<file path="src/rtl/ps2_pkg.sv">
// ps2_pkg: shared FSM states, PS/2 prefix codes and filter width helper for the scancode receiver
package ps2_pkg;
  typedef enum logic [1:0] {IDLE, DATA, PARITY, STOP} ps2_state_e;
  localparam logic [7:0] PS2_BREAK = 8'hF0;
  localparam logic [7:0] PS2_EXT = 8'hE0;
  function automatic int filt_cnt_w(input int len);
    return (len < 2) ? 1 : $clog2(len);
  endfunction
endpackage

</file>
<file path="src/rtl/ps2_scancode_rx_filter.sv">
// ps2_line_filter: synchronises the PS/2 lines, deglitches ps2_clk and flags its filtered falling edges
module ps2_line_filter
  import ps2_pkg::*;
#(
  parameter int FILTER_LEN = 8
) (
  input  logic clk,
  input  logic rst_n,
  input  logic ps2_clk,
  input  logic ps2_data,
  output logic fall,
  output logic data_s
);
  localparam int CW = filt_cnt_w(FILTER_LEN);
  logic [1:0] clk_sync_q, clk_sync_d, data_sync_q, data_sync_d;
  logic [CW-1:0] cnt_q, cnt_d;
  logic lvl_q, lvl_d, fall_q, fall_d, diff, hit;
  assign diff = clk_sync_q[1] ^ lvl_q;
  assign hit = diff && (cnt_q == CW'(FILTER_LEN - 1));
  always_comb begin
    clk_sync_d = {clk_sync_q[0], ps2_clk};
    data_sync_d = {data_sync_q[0], ps2_data};
    cnt_d = (diff && !hit) ? cnt_q + 1'b1 : '0;
    lvl_d = hit ? ~lvl_q : lvl_q;
    fall_d = hit & lvl_q;
  end
  // Lines idle high, so the synchronisers and filter come out of reset at 1
  always_ff @(posedge clk or negedge rst_n) begin
    if (!rst_n) begin
      clk_sync_q <= 2'b11;
      data_sync_q <= 2'b11;
      cnt_q <= '0;
      lvl_q <= 1'b1;
      fall_q <= 1'b0;
    end else begin
      clk_sync_q <= clk_sync_d;
      data_sync_q <= data_sync_d;
      cnt_q <= cnt_d;
      lvl_q <= lvl_d;
      fall_q <= fall_d;
    end
  end
  assign fall = fall_q;
  assign data_s = data_sync_q[1];
endmodule

</file>
<file path="src/rtl/ps2_scancode_rx.sv">
// ps2_scancode_rx: PS/2 device-to-host frame receiver that checks framing, drops break
// and extended-prefix bytes, and presents accepted make codes with a one-cycle strobe
module ps2_scancode_rx
  import ps2_pkg::*;
#(
  parameter int FILTER_LEN = 8,
  parameter int TIMEOUT_CYCLES = 10000
) (
  input  logic       clk,
  input  logic       rst_n,
  input  logic       ps2_clk,
  input  logic       ps2_data,
  output logic [7:0] scancode,
  output logic       scancode_valid,
  output logic       parity_err,
  output logic       frame_err,
  output logic       busy
);
  localparam int TW = $clog2(TIMEOUT_CYCLES + 1);
  ps2_state_e state_q, state_d;
  logic [2:0] bitcnt_q, bitcnt_d;
  logic [7:0] shift_q, shift_d, scancode_q, scancode_d;
  logic [TW-1:0] timer_q, timer_d;
  logic parity_q, parity_d, brk_q, brk_d, valid_q, valid_d;
  logic perr_q, perr_d, ferr_q, ferr_d, busy_q, busy_d;
  logic fall, data_s, timeout, good;
  ps2_line_filter #(.FILTER_LEN(FILTER_LEN)) u_filter (
    .clk     (clk),
    .rst_n   (rst_n),
    .ps2_clk (ps2_clk),
    .ps2_data(ps2_data),
    .fall    (fall),
    .data_s  (data_s)
  );
  // Timer holds the cycles since the last fall; the abort beats a coincident fall
  assign timeout = (state_q != IDLE) && (timer_q == TW'(TIMEOUT_CYCLES - 1));
  assign good = (^shift_q ^ parity_q) && data_s;
  always_comb begin
    state_d = state_q;
    bitcnt_d = bitcnt_q;
    shift_d = shift_q;
    parity_d = parity_q;
    brk_d = brk_q;
    scancode_d = scancode_q;
    valid_d = 1'b0;
    perr_d = 1'b0;
    ferr_d = 1'b0;
    timer_d = (fall || state_q == IDLE) ? '0 : timer_q + 1'b1;
    if (timeout) begin
      state_d = IDLE;
      ferr_d = 1'b1;
      brk_d = 1'b0;
      timer_d = '0;
    end else if (fall) begin
      case (state_q)
        IDLE: begin
          state_d = data_s ? IDLE : DATA;
          bitcnt_d = '0;
        end
        DATA: begin
          shift_d = {data_s, shift_q[7:1]};
          bitcnt_d = bitcnt_q + 1'b1;
          state_d = (bitcnt_q == 3'd7) ? PARITY : DATA;
        end
        PARITY: begin
          parity_d = data_s;
          state_d = STOP;
        end
        STOP: begin
          state_d = IDLE;
          if (!good) begin
            perr_d = 1'b1;
            brk_d = 1'b0;
          end else if (shift_q == PS2_BREAK) begin
            brk_d = 1'b1;
          end else if (shift_q != PS2_EXT) begin
            brk_d = 1'b0;
            valid_d = !brk_q;
            scancode_d = brk_q ? scancode_q : shift_q;
          end
        end
        default: state_d = IDLE;
      endcase
    end
    busy_d = (state_d != IDLE);
  end
  always_ff @(posedge clk or negedge rst_n) begin
    if (!rst_n) begin
      state_q <= IDLE;
      bitcnt_q <= '0;
      shift_q <= '0;
      parity_q <= 1'b0;
      brk_q <= 1'b0;
      scancode_q <= '0;
      timer_q <= '0;
      valid_q <= 1'b0;
      perr_q <= 1'b0;
      ferr_q <= 1'b0;
      busy_q <= 1'b0;
    end else begin
      state_q <= state_d;
      bitcnt_q <= bitcnt_d;
      shift_q <= shift_d;
      parity_q <= parity_d;
      brk_q <= brk_d;
      scancode_q <= scancode_d;
      timer_q <= timer_d;
      valid_q <= valid_d;
      perr_q <= perr_d;
      ferr_q <= ferr_d;
      busy_q <= busy_d;
    end
  end
  assign scancode = scancode_q;
  assign scancode_valid = valid_q;
  assign parity_err = perr_q;
  assign frame_err = ferr_q;
  assign busy = busy_q;
endmodule

</file>
<file path="config.mk">
export PLATFORM = sky130hd
export DESIGN_NAME = ps2_scancode_rx
export DESIGN_NICKNAME = d
export VERILOG_FILES = /design/src/rtl/ps2_pkg.sv /design/src/rtl/ps2_scancode_rx_filter.sv /design/src/rtl/ps2_scancode_rx.sv
export SDC_FILE = /design/constraint.sdc
export NUM_CORES = 1
export LEC_CHECK = 0
export ABC_AREA = 1
export BUFFER_PORTS_ARGS = -buffer_cell sky130_fd_sc_hd__buf_2
export CAP_MARGIN = 25
export CORE_UTILIZATION = 29
export CTS_CLUSTER_SIZE = 28
export DETAILED_ROUTE_END_ITERATION = 7
export HOLD_SLACK_MARGIN = 0.03
export PLACE_DENSITY = 0.55
export SETUP_SLACK_MARGIN = 0.2
export SYNTH_ARGS = -nofsm -noshare
export SYNTH_HDL_FRONTEND = slang
export SYNTH_HIERARCHICAL = 1
export SYNTH_SLANG_ARGS = --single-unit
export TNS_END_PERCENT = 50
</file>
<file path="constraint.sdc">
create_clock -name clk -period 2 [get_ports clk]
set_clock_uncertainty 0.05 [all_clocks]
set_input_delay 0.3 -clock clk [delete_from_list [all_inputs] [get_ports clk]]
set_output_delay 0.3 -clock clk [all_outputs]
set_load 0.005 [all_outputs]
</file>
### Word-level counts from Yosys, hierarchy flattened

Cells that the tools add are included.

* register bits: 50
* output and inout port bits: 12
* word-level logic and storage cells: 80

* $add $sub $neg: 3
* equality and inequality tests: 9
* mux-type cells: 26
* bitwise logic cells: 7
* reductions and logical operators: 19

Operators by type and width (count)
* two-way mux 14 bit: 2
* two-way mux 1 bit: 18
* adder 14 x 1 -> 14 bit, second input constant: 1
* == test 14 bit, second input constant: 1
* AND reduction 3 bit: 4
* nonzero test 2 bit: 5
* == test 8 bit, second input constant: 1
* != test 8 bit, second input constant: 1
* one-hot mux 2 bit (4 select lines): 1
* parity 8 bit: 1
* AND reduction 7 bit: 1
* adder 3 x 1 -> 3 bit, second input constant: 2
* == test 3 bit, second input constant: 2
* two-way mux 2 bit: 3
* one-hot mux 3 bit (2 select lines): 1
* == test 2 bit, second input constant: 2
* logical AND 1 bit: 4
* != test 4 x 2 -> 1 bit, second input constant: 1
* inverter 1 bit: 4
* two-way mux 3 bit: 1
* == test 2 x 1 -> 1 bit, second input constant: 1
* logical NOT 1 bit: 2
* logical NOT 2 bit: 1
* XOR 1 bit: 2
* other kinds (2): 2

### Logic depth before layout (Yosys ltp)

Gate-level depths: netlist of run 1.

* depth in word-level cells: 7
* mapped depth: 13

### Cells and area by module

Netlist of run 1, hierarchy kept.

Modules (own cells, without submodules)
* ps2_scancode_rx: instances 1, cells an instance 258, area each 2269.7 sq um, seq. area each 1026.0 sq um
* ps2_line_filter: instances 1, cells an instance 25, area each 317.8 sq um, seq. area each 231.5 sq um

### Worst setup path after synthesis of run 1

Ideal clock, no wire load.

* kind: reg-to-reg
* start: reg shift_q[2]
* end: reg scancode_q[5] (netlist: scancode[5])
* data arrival time: 1483 ps
* data required time: 1835 ps
* setup slack: 351 ps
* stages on the path, launching flop included: 13
* path buffers: 0
* period minus slack after synthesis: 1649 ps
* path through: dfrtp_1 > inv_1 > ha_1 > inv_1 > nand2_1 > nand3b_1 > nand2_1 > nand2_1 > nand2_1 > nor2_8 > nand2_8 > nand2_2 > nand2_2

* cells in the longest elaborated chain, start to end: 4

RTL lines
* start, declared: line ps2_scancode_rx.sv:22 `logic [7:0] shift_q, shift_d, scancode_q, scancode_d;`
* start signal, assigned: line ps2_scancode_rx.sv:103 `shift_q <= shift_d;`
* parity 8 bit: line ps2_scancode_rx.sv:37 `assign good = (^shift_q ^ parity_q) && data_s;`
* XOR 1 bit: line ps2_scancode_rx.sv:37
* logical AND 1 bit: line ps2_scancode_rx.sv:37
* AND reduction 7 bit (no line) (*)
* end signal, assigned: line ps2_scancode_rx.sv:106 `scancode_q <= scancode_d;`
* end, declared: line ps2_scancode_rx.sv:22

Every way passes the cells marked *; elsewhere a longest branch is shown, timed or not.
A chain may end at the register's enable or synchronous reset.

### Worst setup path after layout of run 1

* start: reg shift_q[6]
* end: reg scancode_q[5] (netlist: scancode[5])

Same word-level chain as after synthesis.

==> run_results.csv, run 1 <==
group,metric,value,unit
outcome,status,"complete, no violations",
power,p_total,1.79,mW
power,power_switching,0.444,mW
logic_synthesis,synth_area_per_cell,9.14,um2
detailed_routing,vias,1856,
global_routing,overflow,0,
logic_synthesis,synth_seq_cells,50,
global_routing,grt_pass1_vias,1776,
clocking,htreeDepth,2,
setup_path,worst_setup_path_start_kind,"register",
detailed_routing,dr.pass1.iters,4,
cells_and_area,diodes,0,
power,power_frac_comb,0.065,
timing,tns,0,ns
clocking,clk_pin_slew_worst_paths,0.09,ns
floorplanning,coreArea,8680,um2
setup_path,cp-end-kind,"register",
detailed_routing,avgViaCountPerCell,4.37,
floorplanning,pin_count,16,
timing,finalHoldViolations,0,
timing,slew_violations,0,
clocking,clock_path_buffers,2,
timing,finalSetupViolCount,0,
logic_synthesis,syn_area,2590,um2
placed_design,io_buffers,15,
floorplanning,die-area,9300,um2
logic_synthesis,synthAdderAreaFrac,0.0484,
logic_synthesis,yosys_warnings,6,
clocking,root_buffer,"clkbuf_8",
detailed_routing,wl_per_cell,11.2,um
timing,max_freq,0.574,GHz
cells_and_area,nets,330,
setup_path,critPathKind,"reg2reg",
timing,fin_crit_sh,0.872,
placed_design,routabilityCongestion,0.771,
power,power_density,586,nW/um2
global_routing,grt_pass1_wl,7.98,mm
detailed_routing,drc_errors,0,
logic_synthesis,synthMuxAreaShare,0,
setup_path,rr_endpoint,"scancode[5]",
detailed_routing,drt_iter0_markers,46,
logic_synthesis,synth_top_area_cell,"dfrtp_1",
logic_synthesis,synth_top_family_by_area,"simple AND/OR/NAND/NOR gates",
power,ir_drop,0.233,mV
min_path,min_from,"ps2_data",
logic_synthesis,synthesis.nets,297,
global_routing,grt_max_degree,28,
timing,period_minus_slack,1.74,ns
detailed_routing,wl,4.75,mm
power,pwr-share-seq,0.602,
placed_design,placed_cell_area,2800,um2
power,leakagePower,1.53,nW
timing,relSlewSlack,0.631,
min_path,whs_endpoint,"u_filter/data_sync_q[0]",
logic_synthesis,netlist_instances,283,
cells_and_area,final_cell_mix,"52 x nand2_1, 45 x dfrtp_1, 35 x inv_1",
floorplanning,die_width,96.5,um
setup_path,critical_path_arrival,1.90,ns
logic_synthesis,synth-compound-area-share,0.0503,
power,swShare,0.248,
global_routing,grt_usage,0.112,
clocking,clkLatencyLatePin,0.31,ns
setup_path,r2r-start,"shift_q[6]",
setup_path,r2r_slack,0.26,ns
clocking,cts_tree,"yes",
cells_and_area,drive_above_1_share,0.290,
clocking,numCtsBuffers,5,
logic_synthesis,synth_area_leaders,"dfrtp_1 44%, nand2_1 8.0%, inv_1 5.8%",
cells_and_area,fin_area,3050,um2
min_path,hp-class,"in2reg",
timing,tightest_slew,0.554,ns
min_path,min_delay_path_depth,1,
placed_design,dp_hpwl,3.44,mm
setup_path,worstRegToRegCells,9,
logic_synthesis,yosys.area_share.simple,0.320,
floorplanning,die_h,96.5,um
timing,grt_setup_unrepaired,"yes",
logic_synthesis,synth_xor_area_frac,0.0203,
clocking,cts_sinks,50,
global_routing,antenna_found_initial,0,
cells_and_area,final_common_cell,"nand2_1",
logic_synthesis,seq_area_frac_synth,0.486,
power,clkPwrFrac,0.333,
floorplanning,rows,34,
floorplanning,start_util,0.298,
detailed_routing,antenna_left,0,
power,p_int,1.35,mW
flow_run,maxCapViolations,0,
cells_and_area,syn2layout_area_growth,18.0,%
setup_path,required,2.16,ns
setup_path,critPathMaxFanout,6,
logic_synthesis,synth.top_cell.area_share,0.435,
logic_synthesis,synth_cell_type_count,35,
## sequential cells by signal (all words and copies together), names as in the netlist
| name | cells |
|---|---|
| bitcnt_q | 3 |
| brk_q | 1 |
| busy | 1 |
| frame_err | 1 |
| parity_err | 1 |
| parity_q | 1 |
| scancode | 8 |
| scancode_valid | 1 |
| shift_q | 8 |
| state_q | 2 |
| timer_q | 14 |
| u_filter/clk_sync_q | 2 |
| u_filter/cnt_q | 3 |
| u_filter/data_sync_q | 2 |
| u_filter/fall | 1 |
| u_filter/lvl_q | 1 |
## worst max-delay path by stage
stage	startpoint	end	slack [ns]	cells after the start
CTS	shift_q[0]	scancode[3]	0.22	10
global placement	shift_q[3]	scancode[2]	0.19	13
floorplan	shift_q[2]	scancode[5]	0.35	12
finish	shift_q[6]	scancode[5]	0.26	9
global route	shift_q[2]	scancode[5]	0.16	13
detailed placement	shift_q[3]	scancode[3]	0.18	13
## power groups by stage
stage                     combinational [mW]  clock [mW]  sequential, mW
after floorplan                       0.0731           0            1.09
after global placement                 0.113           0            1.10
after detailed placement               0.117           0            1.10
after CTS                              0.122       0.625            1.08
after global routing                   0.137       0.671            1.08
final                                  0.117       0.595            1.08
## Yosys cell counts
library cell / instances
a211o_1: 1
a21oi_1: 4
buf_4: 1
buf_8: 1
dfrtp_1: 45
dfstp_2: 5
ha_1: 10
inv_1: 40
inv_2: 4
inv_4: 1
nand2_1: 55
nand2_2: 16
nand2_4: 4
nand2_8: 1
nand3_1: 23
nand3_2: 2
nand3_4: 1
nand3b_1: 1
nand4_1: 4
nand4_4: 1
nor2_1: 21
nor2_4: 4
nor2_8: 2
nor3_1: 8
nor3_2: 2
nor3b_1: 1
nor3b_2: 1
o2111ai_1: 1
o21ai_0: 6
o21ai_1: 6
o21ai_2: 2
o21bai_1: 2
or2_1: 1
xnor2_1: 2
xor2_1: 4
## routing by layer
layer  global-route usage  routed length [um]  vias up
li1                     -                   -      961
met1                0.144                2270      870
met2                0.181                2260       18
met3               0.0282                 148        7
met4               0.0404                  75        0
met5                    0                   0        -
## through the flow
stage          hold slack [ns]   util  setup slack, ns  std cells
3_3_place_gp             0.278  0.322            0.192        405
3_5_place_dp             0.279  0.322            0.177        405
4_1_cts                 0.0393  0.338            0.219        418
6_report                0.0486  0.352            0.257        425
5_1_grt                 0.0334  0.352            0.159        425
2_1_floorplan          -0.0456      -            0.351        283
## layout make-up
cell class / instances / area [um2]
sequential: 50 / 1260
inverter: 45 / 171
fill: 912 / 5630
tap: 108 / 135
clock buffer: 5 / 68.8
clock inverter: 3 / 21.3
timing repair buffer: 26 / 175
multi-input combinational: 188 / 1220
## cells by family (layout without fill, tap and decap cells)
logic type | after synthesis | after routing
AO/OA/AOI/OAI | 22 | 22
XOR/XNOR | 6 | 6
adder cells (fa/ha/maj) | 10 | 10
buffers and inverters | 47 | 79
flip-flops | 50 | 50
AND/OR/NAND/NOR | 148 | 150
## repair_timing
item                                   in CTS  in global routing
endpoints found under the hold margin      20                  0
cloned                                      1                  1
setup endpoints to repair                   8                  9
pin swaps                                   1                  8
setup buffers                               2                  6
hold buffers                                2                  0
resized for setup                           1                 15
## critical path, stage by stage (launching register included)
cell	delay, ns
dfrtp_1	0.41
ha_1	0.34
xnor2_2	0.21
inv_1	0.07
nand2_2	0.08
nand2_4	0.08
nor2_8	0.17
nand2_8	0.10
nand2_2	0.09
nand2_2	0.04
(Power assumes the default switching activity.)
==> run 2, diff against run 1 <==
ABC_AREA = default   (was 1)
==> run 2 against run 1 <==
  * The run now ends with negative setup slack left
  * Combinational power down 21%
  * Hold slack worse by 0.0085 ns
  * Sequential share of layout area up 1.8 points
  * Cell count down 22%
  * Critical path type unchanged
  * Largest power group unchanged
==> run_results.csv, run 2 <==
group,metric,value,unit
outcome,status,"finished with violations",
outcome,violations,"negative setup slack",
global_routing,antenna_found_initial,0,
cells_and_area,final_common_cell,"dfrtp_1",
power,power_density,601,nW/um2
global_routing,overflow,0,
cells_and_area,diodes,0,
logic_synthesis,synth_top_area_cell,"dfrtp_1",
clocking,cts_sinks,50,
clocking,clkLatencyLatePin,0.30,ns
cells_and_area,syn2layout_area_growth,29.7,%
clocking,root_buffer,"clkbuf_8",
logic_synthesis,synth.top_cell.area_share,0.499,
floorplanning,start_util,0.306,
logic_synthesis,yosysMostFrequentCell,"dfrtp_1",
logic_synthesis,synth_area_per_cell,12.3,um2
floorplanning,die-area,8140,um2
timing,finalSetupViolCount,21,
cells_and_area,final_cell_mix,"45 x dfrtp_1, 25 x buf_4, 15 x buf_2",
timing,tns,-0.415,ns
cells_and_area,drive_above_1_share,0.410,
setup_path,critical_path_arrival,2.17,ns
logic_synthesis,seq_area_frac_synth,0.557,
global_routing,grt_pass1_vias,1574,
timing,period_minus_slack,2.03,ns
timing,grt_setup_unrepaired,"yes",
detailed_routing,antenna_left,0,
min_path,hp-class,"in2async",
cells_and_area,top_register,"timer_q",
setup_path,r2r-start,"timer_q[12]",
power,ir_drop,0.334,mV
floorplanning,rows,31,
timing,worst_slack,-0.0343,ns
flow_run,maxCapViolations,0,
setup_path,cp_cell_sequence,"or4b_4 -> nor4_4 -> buf_4 -> or3_4 -> clkbuf_16 -> nor2_4",
global_routing,grt_pass1_wl,7.33,mm
clocking,clock_path_buffers,2,
logic_synthesis,synth_area_leaders,"dfrtp_1 50%, mux2_2 7.0%, dfstp_2 5.8%",
setup_path,worstRegToRegCells,6,
logic_synthesis,synthesis.nets,198,
power,swShare,0.234,
detailed_routing,avgViaCountPerCell,4.49,
setup_path,required,2.14,ns
floorplanning,coreArea,7370,um2
setup_path,worst_setup_path_start_kind,"register",
detailed_routing,dr.pass1.iters,4,
placed_design,dp_slack,-0.128,ns
timing,finalHoldViolations,0,
setup_path,critPathKind,"reg2reg",
timing,max_freq,0.492,GHz
detailed_routing,drt_iter0_markers,31,
clocking,htreeDepth,2,
cells_and_area,nets,247,
logic_synthesis,yosys_warnings,6,
logic_synthesis,netlist_instances,184,
setup_path,worst-path-buf-inv,2,
clocking,numCtsBuffers,5,
logic_synthesis,ys.flop_type,"dfrtp_1",
setup_path,crit_cells,6,
logic_synthesis,synth_edf_count,0,
timing,tightest_slew,0.628,ns
detailed_routing,vias,1496,
power,pwr-share-seq,0.613,
timing,fin_crit_sh,1.02,
logic_synthesis,synth_cell_type_count,37,
placed_design,dp_hpwl,2.61,mm
power,power_frac_comb,0.052,
setup_path,cpMaxStageDelayCell,"or4b_4",
power,leakagePower,1.44,nW
power,power_switching,0.412,mW
timing,hold_slack,0.0400,ns
global_routing,grt_max_degree,51,
setup_path,cp-end-kind,"register",
power,p_int,1.35,mW
global_routing,grt_usage,0.112,
detailed_routing,wl,4.02,mm
logic_synthesis,syn_area,2260,um2
setup_path,crit_family,"simple AND/OR/NAND/NOR gates",
logic_synthesis,async_reset_ff_frac,1.00,
floorplanning,die_h,90.2,um
cells_and_area,largest_reg_flops,14,
floorplanning,die_width,90.2,um
floorplanning,pin_count,16,
logic_synthesis,synth_seq_cells,50,
timing,slew_violations,0,
detailed_routing,drc_errors,0,
logic_synthesis,synth_top_cells_by_count,"45 x dfrtp_1, 18 x nor2_1, 14 x mux2_2, 11 x inv_1, 10 x ha_1",
setup_path,max_stage_delay,0.54,ns
detailed_routing,wl_per_cell,12.1,um
setup_path,critPathMaxFanout,7,
clocking,cts_tree,"yes",
placed_design,routabilityCongestion,0.780,
setup_path,startpoint,"timer_q[12]",
timing,relSlewSlack,0.582,
power,clkPwrFrac,0.335,
placed_design,io_buffers,15,
clocking,clk_pin_slew_worst_paths,0.10,ns
-- run 2: worst reg2reg max path, delay by kind of cell, from the launching register on --
| family | cells | cell delay, ns |
|---|---|---|
| buffers and inverters | 2 | 0.38 |
| flip-flops | 1 | 0.38 |
| AND/OR/NAND/NOR | 4 | 1.11 |
-- run 2: area by class of cell --
class	instances	area (um2)
fill	738	4440
sequential	50	1260
multi-input combinational	119	1070
timing repair buffer	46	350
tap	99	124
clock buffer	6	72.6
inverter	11	41.3
clock inverter	2	15.0
-- run 2: timing repair --
action,4_1_cts,5_1_grt
hold endpoints to repair,2,0
hold buffers,2,0
pin swaps,8,4
buffers inserted,2,1
endpoints found under the setup margin,41,41
gates cloned,1,1
resized for setup,19,10
-- run 2: final timing paths --
check | slack, ns | endpoint
worst min register to register | 0.31 | u_filter/clk_sync_q[1]
worst max register to register | -0.03 | timer_q[13]
worst min-delay path | 0.04 | scancode[4]
min in group clk | 0.31 | u_filter/clk_sync_q[1]
max in group asynchronous | 1.43 | timer_q[10]
worst max-delay path | -0.03 | timer_q[13]
-- run 2: routing by layer --
layer / global-route usage / wire, um
met1: 0.146 / 1990
met2: 0.179 / 1860
met3: 0.0262 / 120
met4: 0.0444 / 50
met5: 0 / 0
-- run 2: power by group through the flow --
stage	sequential [mW]	combinational, mW	clock (mW)
after floorplan	1.09	0.0521	0
after global placement	1.09	0.0854	0
after detailed placement	1.10	0.0894	0
after CTS	1.08	0.0939	0.621
after global routing	1.08	0.110	0.660
final	1.08	0.0919	0.589
-- run 2: cell families (layout without fill, tap and decap cells) --
logic type | after synthesis | in the layout | share of synthesized area
AOI/OAI and AO/OA | 10 | 10 | 0.0310
xor gates and xnor gates | 16 | 16 | 0.0682
adders and majority gates | 10 | 10 | 0.0554
buffers and inverters | 16 | 65 | 0.0294
and+or+nand+nor | 61 | 62 | 0.157
DFF | 50 | 50 | 0.557
muxes | 21 | 21 | 0.101
-- run 2: stage by stage --
stage	instances	area, um2	utilization	power [mW]
3_3_place_gp	318	2640	0.358	1.18
5_1_grt	333	2930	0.397	1.85
6_report	333	2930	0.397	1.76
2_1_floorplan	184	2260	-	1.14
3_5_place_dp	318	2640	0.358	1.19
4_1_cts	331	2860	0.387	1.79
